===== src/rtl/morra_cinese_param.sv =====
// Parametrised rock-paper-scissors match controller: per-cycle round arbitration,
// running score and a lead/minimum/maximum match-end rule.
module morra_cinese_param #(
    parameter int MIN_MANCHE  = 4,
    parameter int BASE_MANCHE = 4,
    parameter int LEAD        = 2,
    parameter int CNT_W       = 5
) (
    input  logic             clk,
    input  logic             INIZIO,
    input  logic [1:0]       PRIMO,
    input  logic [1:0]       SECONDO,
    output logic [1:0]       MANCHE,
    output logic [1:0]       PARTITA,
    output logic [CNT_W-1:0] PUNTI_1,
    output logic [CNT_W-1:0] PUNTI_2,
    output logic [CNT_W-1:0] NUM_MANCHE,
    output logic             ATTIVA
);

    typedef enum logic {ATTESA = 1'b0, GIOCO = 1'b1} state_t;

    localparam logic [1:0] RES_NONE = 2'b00;
    localparam logic [1:0] RES_P1   = 2'b01;
    localparam logic [1:0] RES_P2   = 2'b10;
    localparam logic [1:0] RES_DRAW = 2'b11;

    localparam logic [CNT_W-1:0] BASE_C = CNT_W'(BASE_MANCHE);
    localparam logic [CNT_W:0]   MIN_C  = (CNT_W+1)'(MIN_MANCHE);
    localparam logic [CNT_W:0]   LEAD_C = (CNT_W+1)'(LEAD);

    function automatic logic [1:0] round_result(input logic [1:0] a, input logic [1:0] b);
        if (a == b)
            return RES_DRAW;
        if ((a == 2'b10 && b == 2'b01) || (a == 2'b01 && b == 2'b11) ||
            (a == 2'b11 && b == 2'b10))
            return RES_P1;
        return RES_P2;
    endfunction

    state_t             state_q, state_d;
    logic [CNT_W-1:0]   max_q, num_q, num_d, p1_q, p1_d, p2_q, p2_d;
    logic [1:0]         pw_q, pw_d, pm_q, pm_d;
    logic [1:0]         manche_q, manche_d, partita_q, partita_d;
    logic               attiva_q, attiva_d;

    logic [1:0]         res;
    logic               valid;
    logic [CNT_W-1:0]   n_nx, p1_nx, p2_nx;
    logic signed [CNT_W:0] diff;
    logic [CNT_W:0]     absd;
    logic               lead_end, max_end;

    always_comb begin
        state_d   = state_q;
        num_d     = num_q;
        p1_d      = p1_q;
        p2_d      = p2_q;
        pw_d      = pw_q;
        pm_d      = pm_q;
        manche_d  = RES_NONE;
        partita_d = RES_NONE;
        attiva_d  = attiva_q;

        res   = round_result(PRIMO, SECONDO);
        // The previous winner may not reuse the move that just won; draws reset this.
        valid = (PRIMO != 2'b00) && (SECONDO != 2'b00) &&
                !(pw_q == RES_P1 && PRIMO == pm_q) &&
                !(pw_q == RES_P2 && SECONDO == pm_q);

        n_nx  = num_q + 1'b1;
        p1_nx = p1_q + {{(CNT_W-1){1'b0}}, (res == RES_P1)};
        p2_nx = p2_q + {{(CNT_W-1){1'b0}}, (res == RES_P2)};
        diff  = $signed({1'b0, p1_nx}) - $signed({1'b0, p2_nx});
        absd  = (diff < 0) ? $unsigned(-diff) : $unsigned(diff);
        lead_end = ({1'b0, n_nx} >= MIN_C) && (absd >= LEAD_C);
        max_end  = (n_nx == max_q);

        if (state_q == GIOCO) begin
            if (valid) begin
                num_d    = n_nx;
                p1_d     = p1_nx;
                p2_d     = p2_nx;
                manche_d = res;
                pw_d     = (res == RES_DRAW) ? RES_NONE : res;
                pm_d     = (res == RES_P2) ? SECONDO : PRIMO;
                if (lead_end)
                    partita_d = (diff > 0) ? RES_P1 : RES_P2;
                else if (max_end)
                    partita_d = (diff > 0) ? RES_P1 : ((diff < 0) ? RES_P2 : RES_DRAW);
                // ATTIVA stays high through the PARTITA cycle and drops afterwards.
                if (lead_end || max_end)
                    state_d = ATTESA;
            end
        end else begin
            attiva_d = 1'b0;
        end
    end

    always_ff @(posedge clk) begin
        if (INIZIO) begin
            state_q   <= GIOCO;
            max_q     <= BASE_C + CNT_W'({PRIMO, SECONDO});
            num_q     <= '0;
            p1_q      <= '0;
            p2_q      <= '0;
            pw_q      <= RES_NONE;
            pm_q      <= 2'b00;
            manche_q  <= RES_NONE;
            partita_q <= RES_NONE;
            attiva_q  <= 1'b1;
        end else begin
            state_q   <= state_d;
            num_q     <= num_d;
            p1_q      <= p1_d;
            p2_q      <= p2_d;
            pw_q      <= pw_d;
            pm_q      <= pm_d;
            manche_q  <= manche_d;
            partita_q <= partita_d;
            attiva_q  <= attiva_d;
        end
    end

    assign MANCHE     = manche_q;
    assign PARTITA    = partita_q;
    assign PUNTI_1    = p1_q;
    assign PUNTI_2    = p2_q;
    assign NUM_MANCHE = num_q;
    assign ATTIVA     = attiva_q;

endmodule


===== config.mk =====
export PLATFORM = sky130hd
export DESIGN_NAME = morra_cinese_param
export DESIGN_NICKNAME = d
export VERILOG_FILES = /design/src/rtl/morra_cinese_param.sv
export SDC_FILE = /design/constraint.sdc
export NUM_CORES = 1
export LEC_CHECK = 0
export ABC_AREA = 0
export BUFFER_PORTS_ARGS = -buffer_cell sky130_fd_sc_hd__buf_2
export CELL_PAD_IN_SITES_DETAIL_PLACEMENT = 2
export CELL_PAD_IN_SITES_GLOBAL_PLACEMENT = 2
export CORE_MARGIN = 8
export CORE_UTILIZATION = 35
export CTS_CLUSTER_DIAMETER = 50
export DETAILED_ROUTE_END_ITERATION = 8
export GPL_TIMING_DRIVEN = 0
export HOLD_SLACK_MARGIN = 0.05
export PLACE_DENSITY = 0.8
export SETUP_SLACK_MARGIN = 0.5
export SLEW_MARGIN = 20
export SYNTH_ARGS = -nofsm -noshare
export SYNTH_HDL_FRONTEND = slang
export SYNTH_SLANG_ARGS = --single-unit

===== constraint.sdc =====
create_clock -name clk -period 5.3 [get_ports clk]
set_input_delay 0.265 -clock clk [delete_from_list [all_inputs] [get_ports clk]]
set_output_delay 0.265 -clock clk [all_outputs]
set_load 0.05 [all_outputs]

== Yosys cells after proc, flatten, opt, wreduce, memory -nomap -nowiden ==
Cells that the tools add are included.

* Input port bits: 6
* Logic and storage cells: 73
* Flip-flop bits (word level): 30

* Bitwise logic cells: 2
* Multiplexer cells: 18
* Magnitude comparators: 4
* Reductions and logical operators: 18
* Add/subtract/negate cells: 6
* Eq/ne operators: 15

{| class="wikitable"
|+ Operators by type and width
! cell !! count
|-
| 2-bit two-way mux || 10
|-
| 2-bit equality test, second input constant || 7
|-
| 5-bit by 1-bit adder with 5-bit output || 2
|-
| 1-bit logical AND || 9
|-
| 2-bit by 1-bit equality test with 1-bit output, second input constant || 4
|-
| 1-bit two-way mux || 7
|-
| 2-bit equality test || 3
|-
| 6-bit by 2-bit greater-or-equal comparator with 1-bit output, second input constant || 1
|-
| 6-bit by 1-bit greater-than comparator with 1-bit output, second input constant || 1
|-
| 6-bit by 1-bit less-than comparator with 1-bit output, second input constant || 1
|-
| 6-bit two-way mux || 1
|-
| 6-bit negation || 1
|-
| 5-bit by 5-bit subtractor with 6-bit output || 1
|-
| 3-bit by 4-bit adder with 5-bit output, first input constant || 1
|-
| 5-bit by 1-bit adder with 5-bit output, second input constant || 1
|-
| 5-bit equality test || 1
|-
| 5-bit by 3-bit greater-or-equal comparator with 1-bit output, second input constant || 1
|-
| 2-bit nonzero test || 2
|-
| 1-bit logical OR || 3
|-
| 3-bit OR reduction || 1
|-
| 1-bit zero test || 2
|-
| 1-bit inverter || 2
|-
| 2-bit AND reduction || 1
|}

== Depth between registers and ports, before layout ==
Gate-level depths: netlist (run 1).

* Depth after elaboration: 19
* Depth in mapped cells: 18

== Worst setup path after synthesis (run 1) ==
No wires, ideal clock.

* Path type: input port to flip-flop
* Start: in SECONDO[0]
* End: reg partita_q[0] (netlist: PARTITA[0])
* Slack: 0.988 ns
* Data arrival time: 4.190 ns
* Library setup time: 0.121 ns
* Stages: 15
* Path buffers: 1
* Cell sequence: clkbuf_1 > mux2_2 > a21oi_1 > nor2_1 > ha_1 > ha_1 > inv_1 > fa_1 > maj3_1 > maj3_1 > xnor2_1 > a41o_2 > mux2_2 > o31ai_4 > mux2_4

* Word-level cells in the longest chain between the ends: 16
* Elaborated cells on any way between the ends: 40
* Classes of those cells: add/sub (4); order compare (3); eq/ne (7); mux (12); bitwise (1); reduce/logical (13)

{| class="wikitable"
|+ Ends and longest elaborated chain
! item !! line !! text
|-
| from (decl) || 12 || <nowiki>input logic [1:0] SECONDO,</nowiki>
|-
| 2-bit by 1-bit equality test with 1-bit output or 2-bit equality test (tied branches) || 35 || <nowiki>if ((a == 2'b10 && b == 2'b01) || (a == 2'b01 && b == 2'b11) ||</nowiki>
|-
| 1-bit logical AND || 35 ||
|-
| 1-bit logical OR (2 in a row) || 35 ||
|-
| 1-bit two-way mux (2 in a row) || 35 ||
|-
| 2-bit two-way mux || 38 || <nowiki>return RES_P2;</nowiki>
|-
| 2-bit two-way mux * || 35 ||
|-
| 2-bit by 1-bit equality test with 1-bit output * || 72 || <nowiki>p1_nx = p1_q + {{(CNT_W-1){1'b0}}, (res == RES_P1)};</nowiki>
|-
| 5-bit by 1-bit adder with 5-bit output * || 72 ||
|-
| net p1_nx[1] || 49 || <nowiki>logic [CNT_W-1:0] n_nx, p1_nx, p2_nx;</nowiki>
|-
| 5-bit by 5-bit subtractor with 6-bit output * || 74 || <nowiki>diff = $signed({1'b0, p1_nx}) - $signed({1'b0, p2_nx});</nowiki>
|-
| 6-bit negation or 6-bit by 1-bit less-than comparator with 1-bit output (tied branches) || 75, 90 ||
|-
| 6-bit two-way mux or 1-bit two-way mux (tied branches) || 75, 90 ||
|-
| 6-bit by 2-bit greater-or-equal comparator with 1-bit output or 2-bit two-way mux (tied branches) || 76, 90 ||
|-
| 1-bit logical AND or 2-bit two-way mux (tied branches) || 76, 89 ||
|-
| 2-bit two-way mux * || 87 || <nowiki>if (lead_end)</nowiki>
|-
| to (signal assigned) || 120 || <nowiki>partita_q <= partita_d;</nowiki>
|-
| to (decl) || 44 || <nowiki>logic [1:0] manche_q, manche_d, partita_q, partita_d;</nowiki>
|}

Mark *: on every way through the listed nets, which the timed path passes. The rest lies on a longest branch. The select of a mux whose other input is x is not followed.
A chain may end at the register's enable or synchronous reset.

== Worst setup path after layout (run 1) ==
* Start: in PRIMO[1]
* End: reg partita_q[0] (netlist: PARTITA[0])

* Word-level cells in the longest chain between the ends: 16
* Elaborated cells on any way between the ends: 40
* Classes of those cells: add/sub (4); order compare (3); eq/ne (7); mux (12); bitwise (1); reduce/logical (13)

{| class="wikitable"
|+ Ends and longest elaborated chain
! item !! line !! text
|-
| from (decl) || 11 || <nowiki>input logic [1:0] PRIMO,</nowiki>
|-
| 2-bit equality test or 2-bit by 1-bit equality test with 1-bit output (tied branches) || 35 ||
|-
| 1-bit logical AND || 35 ||
|-
| 1-bit logical OR (2 in a row) || 35 ||
|-
| 1-bit two-way mux (2 in a row) || 35 ||
|-
| 2-bit two-way mux || 38 ||
|-
| 2-bit two-way mux * || 35 ||
|-
| 2-bit equality test * || 73 || <nowiki>p2_nx = p2_q + {{(CNT_W-1){1'b0}}, (res == RES_P2)};</nowiki>
|-
| 5-bit by 1-bit adder with 5-bit output * || 73 ||
|-
| net p2_nx[0] || 49 ||
|-
| 5-bit by 5-bit subtractor with 6-bit output * || 74 ||
|-
| 6-bit negation or 6-bit by 1-bit less-than comparator with 1-bit output (tied branches) || 75, 90 ||
|-
| 6-bit two-way mux or 1-bit two-way mux (tied branches) || 75, 90 ||
|-
| 6-bit by 2-bit greater-or-equal comparator with 1-bit output or 2-bit two-way mux (tied branches) || 76, 90 ||
|-
| 1-bit logical AND or 2-bit two-way mux (tied branches) || 76, 89 ||
|-
| 2-bit two-way mux * || 87 ||
|}

Marked as above.

==> impl_metrics.ini, run 1 <==
[status]
status = finished, final reports clean

[placement]
post-dp-hpwl_um = 4392
place_congestion = 0.7662
io_buffer_count = 25
dp_cells = 318

[clock_network]
clkSlewWorstSetupHoldPaths_ns = 0.06
h-tree-depth = 2
post_cts_buffers = 0
cts_tree = done
clock-root-buffer = clkbuf_8
cts_buffer_depth = 2
numCtsBuffers = 5
clock_latency_ns = 0.29
clock-sinks = 30

[synth]
synthesis.area_um2 = 1968
yosys-top-cells-area = dfxtp_1 (25%), ha_1 (8.9%), edfxtp_1 (7.6%), nor2_1 (6.1%), xnor2_1 (5.3%)
synth_edf_count = 5
synthesis.instances = 221
ys_ff_latch = 30
synth_nets = 242
yosys_most_used_dff = dfxtp_1
yosys.area.top_type_share = 0.2543
synthDistinctLibCells = 45
yosysTopAreaCell = dfxtp_1
seq_area_frac_synth = 0.3306
syn_area_per_cell_um2 = 8.906
yosys_warnings = 0
ys_async_sr_fraction = 0

[setup_path]
r2r-end = PARTITA[0]$_SDFF_PP0_
r2r.worst_path.cells = 11
start_kind = primary input
cp_max_fo = 6
r2r_slack_ns = 1.57
crit_type = primary input to flip-flop
cp.required_ns = 5.47
critPathCaptureType = flip-flop
rr_startpoint = PUNTI_1[0]$_SDFFE_PP0P_
arrival_ns = 4.70

[hold_path]
hold_path.class = primary input to flip-flop
hp-start = SECONDO[1]
whs_endpoint = max_q[1]$_DFFE_PP_
min_path_cells = 1

[sta]
relSlewSlack = 0.5672
finalHoldViolCount = 0
max_freq_ghz = 0.2207
fin_tns_setup_ns = 0
rsz0062_at_grt = false
period_minus_slack_ns = 4.531
setup_viol = 0
min_period_over_period = 0.8550
fin_skew_ns = 0.006831
maxSlewViolCount = 0
worst_pin_slew_ns = 0.6493

[cells_and_area]
layout-drive-gt1-share = 0.1772
multi_input_area_um2 = 1254
fill_cells = 646
fin_nets = 274
fin_cells = 326
area_growth_pct = 16.53
antenna_cells = 0
seq_area_um2 = 650.6

[floorplan]
die_area_um2 = 8279
coreArea_um2 = 5473
fp-row-count = 27
die_h_um = 90.99
initial_core_util = 0.3596
fp.dieW_um = 90.99
pin_count = 26

[power_and_ir_drop]
p_leak_nw = 0.9761
power_density_nw_per_um2 = 353.1
finalPower_uw = 809.7
ir_worst_vdd_v = 0.0002079

[drt]
drt_iter0_drc = 25
drc_errors = 0
wl_per_cell_um = 16.89
dr_total_vias = 1687
avgViaCountPerCell = 5.175
wirelength_um = 5505
firstDrtPassIters = 4
antenna_left = 0

[global_route]
grt_pass1_wl_um = 9397
grt.total_usage = 0.1396
antenna_found_initial = 0
grt_max_degree = 11
gr-total-overflow = 0
grt_pass1_vias = 1847

[flow_run]
maxCapViolCount = 0
==> synth_stat cells, types with 3 or more instances <==
cell type,count
o21ai_0,12
and3_1,3
nor2_1,32
nand3_1,8
nand2_1,7
xnor2_1,12
inv_1,7
dfxtp_1,25
mux2i_1,5
nor3_1,5
mux2_2,3
nor4_1,3
edfxtp_1,5
a2bb2oi_1,3
ha_1,14
clkbuf_1,9
or3_1,7
nor2b_1,4
xor2_1,12
a21oi_1,15
==> per-layer routing <==
metal,up-vias,routed length (um),part of all wire,track usage
li1,843,-,-,-
met1,813,2506,0.46,0.1621
met3,9,195,0.035,0.04033
met4,0,63,0.011,0.03683
met5,-,0,0,0
met2,22,2739,0.50,0.2443
==> kinds of logic after synthesis <==
family | after synthesis | share of synthesized area
and+or+nand+nor | 76 | 0.1869
AOI/OAI and AO/OA | 44 | 0.1513
muxes | 10 | 0.05785
buffers and inverters | 17 | 0.03242
adders and majority gates | 17 | 0.1093
xor gates and xnor gates | 27 | 0.1316
DFF | 30 | 0.3306
==> critical path, cell delays in order <==
cell and delay (ns):
buf_2 0.16, inv_1 0.09, ha_1 0.19, mux2_2 0.26
a21oi_1 0.27, nor2b_1 0.28, ha_1 0.30, ha_1 0.22
fa_1 0.46, maj3_1 0.41, maj3_1 0.40, xnor2_1 0.18
a41o_2 0.30, mux2_2 0.28, o31ai_4 0.29, mux2_4 0.33
==> power by group <==
| part | internal, mW | switching [mW] |
|---|---|---|
| clock network | 0.138 | 0.0925 |
| logic | 0.128 | 0.186 |
| registers | 0.248 | 0.0171 |
| total | 0.514 | 0.296 |
==> state kept, by name (all words and copies together) (netlist names) <==
signal	cells
PARTITA	2
state_q	1
NUM_MANCHE	5
pm_q	2
max_q	5
MANCHE	2
PUNTI_1	5
pw_q	2
ATTIVA	1
PUNTI_2	5
==> worst max path at each step <==
| stage | start | end | slack, ns | depth (start not counted) |
|---|---|---|---|---|
| 3_3_place_gp | SECONDO[0] | PARTITA[0]$_SDFF_PP0_ | 0.43 | 15 |
| 2_1_floorplan | SECONDO[0] | PARTITA[0]$_SDFF_PP0_ | 0.99 | 15 |
| 3_5_place_dp | SECONDO[0] | PARTITA[0]$_SDFF_PP0_ | 0.37 | 16 |
| 5_1_grt | PRIMO[1] | PARTITA[0]$_SDFF_PP0_ | 0.56 | 17 |
| 6_report | PRIMO[1] | PARTITA[0]$_SDFF_PP0_ | 0.77 | 16 |
| 4_1_cts | SECONDO[0] | PARTITA[0]$_SDFF_PP0_ | 0.65 | 16 |
==> timing repair <==
item                                    CTS  global route
hold buffers                              0             0
resized for setup                         0             2
endpoints found under the setup margin    0             1
==> area by class of cell <==
cell class	instances	area share
well taps	72	0.03928
multi-input cells	174	0.5466
inverters	7	0.01146
plain buffers	10	0.01691
clock buffers	5	0.03001
flip-flops and latches	30	0.2837
repair buffers	25	0.05456
clock inverters	3	0.01746
==> placed cells by master, fill, tap and decap left out, drive strengths merged, types with 8 or more instances in the layout <==
master / n
nor2: 32
buf: 26
dfxtp: 25
a21oi: 15
ha: 14
xnor2: 14
clkbuf: 14
xor2: 13
o21ai: 12
nand3: 8
==> through the flow <==
| step | area, um^2 | utilization | hold slack, ns | worst slack (ns) |
|---|---|---|---|---|
| final | 2293 | 0.4191 | 0.1711 | 0.7686 |
| after global routing | 2293 | 0.4191 | 0.1632 | 0.5618 |
| after global placement | 2183 | 0.3989 | 0.4584 | 0.4267 |
| after floorplan | 1968 | - | 0.3639 | 0.9883 |
| after CTS | 2292 | 0.4188 | 0.1649 | 0.6527 |
| after detailed placement | 2183 | 0.3989 | 0.4602 | 0.3689 |
No activity file was read; power rests on OpenSTA's default activity.
==> inputs of run 2 (changes only) <==
- CELL_PAD_IN_SITES_DETAIL_PLACEMENT: 2 -> 1
- CELL_PAD_IN_SITES_GLOBAL_PLACEMENT: 2 -> 1
- CORE_UTILIZATION: 35 -> 44
- PLACE_DENSITY: 0.8 -> 0.81
==> run 2 against run 1 <==
Compared with the run above:
- sequential cell count unchanged
- maximum frequency down 0.66%
- sequential share of layout area up 0.62 points
- critical path type unchanged
- largest cell class unchanged
- setup slack lost 0.030 ns
==> impl_metrics.ini, run 2 (same netlist as run 1, synthesis figures left out) <==
[cells_and_area]
final_common_cell = nor2_1
fin_nets = 274
antenna_cells = 0
area_growth_pct = 14.05
fill_cells = 545
layout-drive-gt1-share = 0.1660
final_cell_mix = nor2_1 (32), dfxtp_1 (25), buf_2 (25), a21oi_1 (15), ha_1 (14)

[sta]
setup_viol = 0
fin_tns_setup_ns = 0
period_minus_slack_ns = 4.561
fin_skew_ns = 0.004035
worst_pin_slew_ns = 0.6398
finalHoldViolCount = 0
maxSlewViolCount = 0
min_period_over_period = 0.8607
setup_ws_ns = 0.7385
relSlewSlack = 0.5720
max_freq_ghz = 0.2192
rsz0062_at_grt = false

[power_and_ir_drop]
finalPower_uw = 754.7
p_sw_uw = 276.5
sw_frac_of_total = 0.3664
power_density_nw_per_um2 = 336.2
pwr-share-clk = 0.245
combPwrFrac = 0.405
pwr-share-seq = 0.350
ir_worst_vdd_v = 0.0002284
p_leak_nw = 0.9595
power.internal_uw = 478.2

[flow_run]
maxCapViolCount = 0

[global_route]
antenna_found_initial = 0
grt_pass1_wl_um = 8162
grt.total_usage = 0.1385
grt_max_degree = 11
gr-total-overflow = 0
grt_pass1_vias = 1757

[floorplan]
pin_count = 26
die_area_um2 = 6869
initial_core_util = 0.4552
coreArea_um2 = 4324
fp-row-count = 24
fp.dieW_um = 82.88
die_h_um = 82.88

[drt]
antenna_left = 0
wl_per_cell_um = 15.54
firstDrtPassIters = 4
drt_iter0_drc = 54
wirelength_um = 4739
avgViaCountPerCell = 5.459
drc_errors = 0
dr_total_vias = 1665

[setup_path]
slowest_stage = fa_1
critPathBufInv = 2
cp_top_family = adder cells
cpPeakStageDelay_ns = 0.47
crit_chain = buf_2 -> clkbuf_1 -> mux2_2 -> a21oi_1 -> nor2b_1 -> ha_1 -> ha_1 -> fa_1 -> maj3_1 -> maj3_1 -> xnor2_1 -> a41o_2 -> mux2_2 -> o31ai_4 -> mux2_4
start_kind = primary input
cp_max_fo = 9
crit_type = primary input to flip-flop
arrival_ns = 4.73
cp.required_ns = 5.47
critPathCaptureType = flip-flop

[clock_network]
clock-root-buffer = clkbuf_8
clkSlewWorstSetupHoldPaths_ns = 0.06
cts_buffer_depth = 2
cts_resized = 0
numCtsBuffers = 5
clock-sinks = 30
post_cts_buffers = 0
cts_hold_buf = 0
clock_latency_ns = 0.28
h-tree-depth = 2
cts_tree = done

[placement]
io_buffer_count = 25
pre_cts_ws_ns = 0.4256
place_congestion = 0.8274
post-dp-hpwl_um = 3721

[status]
status = finished, final reports clean

[hold_path]
hold_path.class = primary input to flip-flop
run 2: changes by cell type in the layout (fill, tap and decap cells not counted), sizes merged:
cell | previous run | this run
clkinv | 2 | 0
clkbuf | 14 | 16
bufinv | 1 | 0
run 2: through the flow:
step | util | cell area [um^2] | std cells | hold WS [ns]
floorplan | - | 1968 | 221 | 0.3639
detailed placement | 0.4991 | 2158 | 298 | 0.4572
finish | 0.5191 | 2245 | 305 | 0.1745
global placement | 0.4991 | 2158 | 298 | 0.4595
CTS | 0.5191 | 2245 | 305 | 0.1673
global route | 0.5191 | 2245 | 305 | 0.1705
run 2: final cells by class:
cell class              instances  area (um^2)  share of cell area
repair buffers                 25        125.1             0.05574
inverters                       7        26.28             0.01171
well taps                      52        65.06             0.02899
multi-input cells             174         1254              0.5585
flip-flops and latches         30        650.6              0.2899
clock buffers                   7        86.33             0.03846
plain buffers                  10        37.54             0.01672
run 2: power by group through the flow:
stage | Sequential (mW) | Combinational (mW) | Clock, mW
finish | 0.264 | 0.306 | 0.185
global route | 0.266 | 0.339 | 0.197
CTS | 0.264 | 0.309 | 0.189
global placement | 0.268 | 0.298 | 0
detailed placement | 0.269 | 0.306 | 0
floorplan | 0.297 | 0.215 | 0
run 2: worst paths after layout:
path | from | slack, ns | cells after the start | endpoint
hold reg to reg | ATTIVA$_SDFFE_PP1N_ | 0.46 | 1 | ATTIVA$_SDFFE_PP1N_
setup reg to reg | PUNTI_1[0]$_SDFFE_PP0P_ | 1.63 | 11 | PARTITA[0]$_SDFF_PP0_
hold / removal | SECONDO[1] | 0.17 | 1 | max_q[1]$_DFFE_PP_
setup / recovery | SECONDO[0] | 0.74 | 15 | PARTITA[0]$_SDFF_PP0_
run 2: worst register-to-register path, stage by stage, from the launching register on:
cell     delay, ns
dfxtp_1       0.32
ha_1          0.22
ha_1          0.30
inv_1         0.07
fa_1          0.49
maj3_1        0.40
maj3_1        0.40
xnor2_1       0.17
a41o_2        0.29
mux2_2        0.28
o31ai_4       0.28
mux2_4        0.33
run 2: metal layers:
metal / routed length, um / track usage / vias up
met5: 0 / 0 / -
met4: 43 / 0.03994 / 0
met3: 192 / 0.04199 / 4
met2: 2389 / 0.2419 / 23
met1: 2114 / 0.1571 / 793
li1: - / - / 845
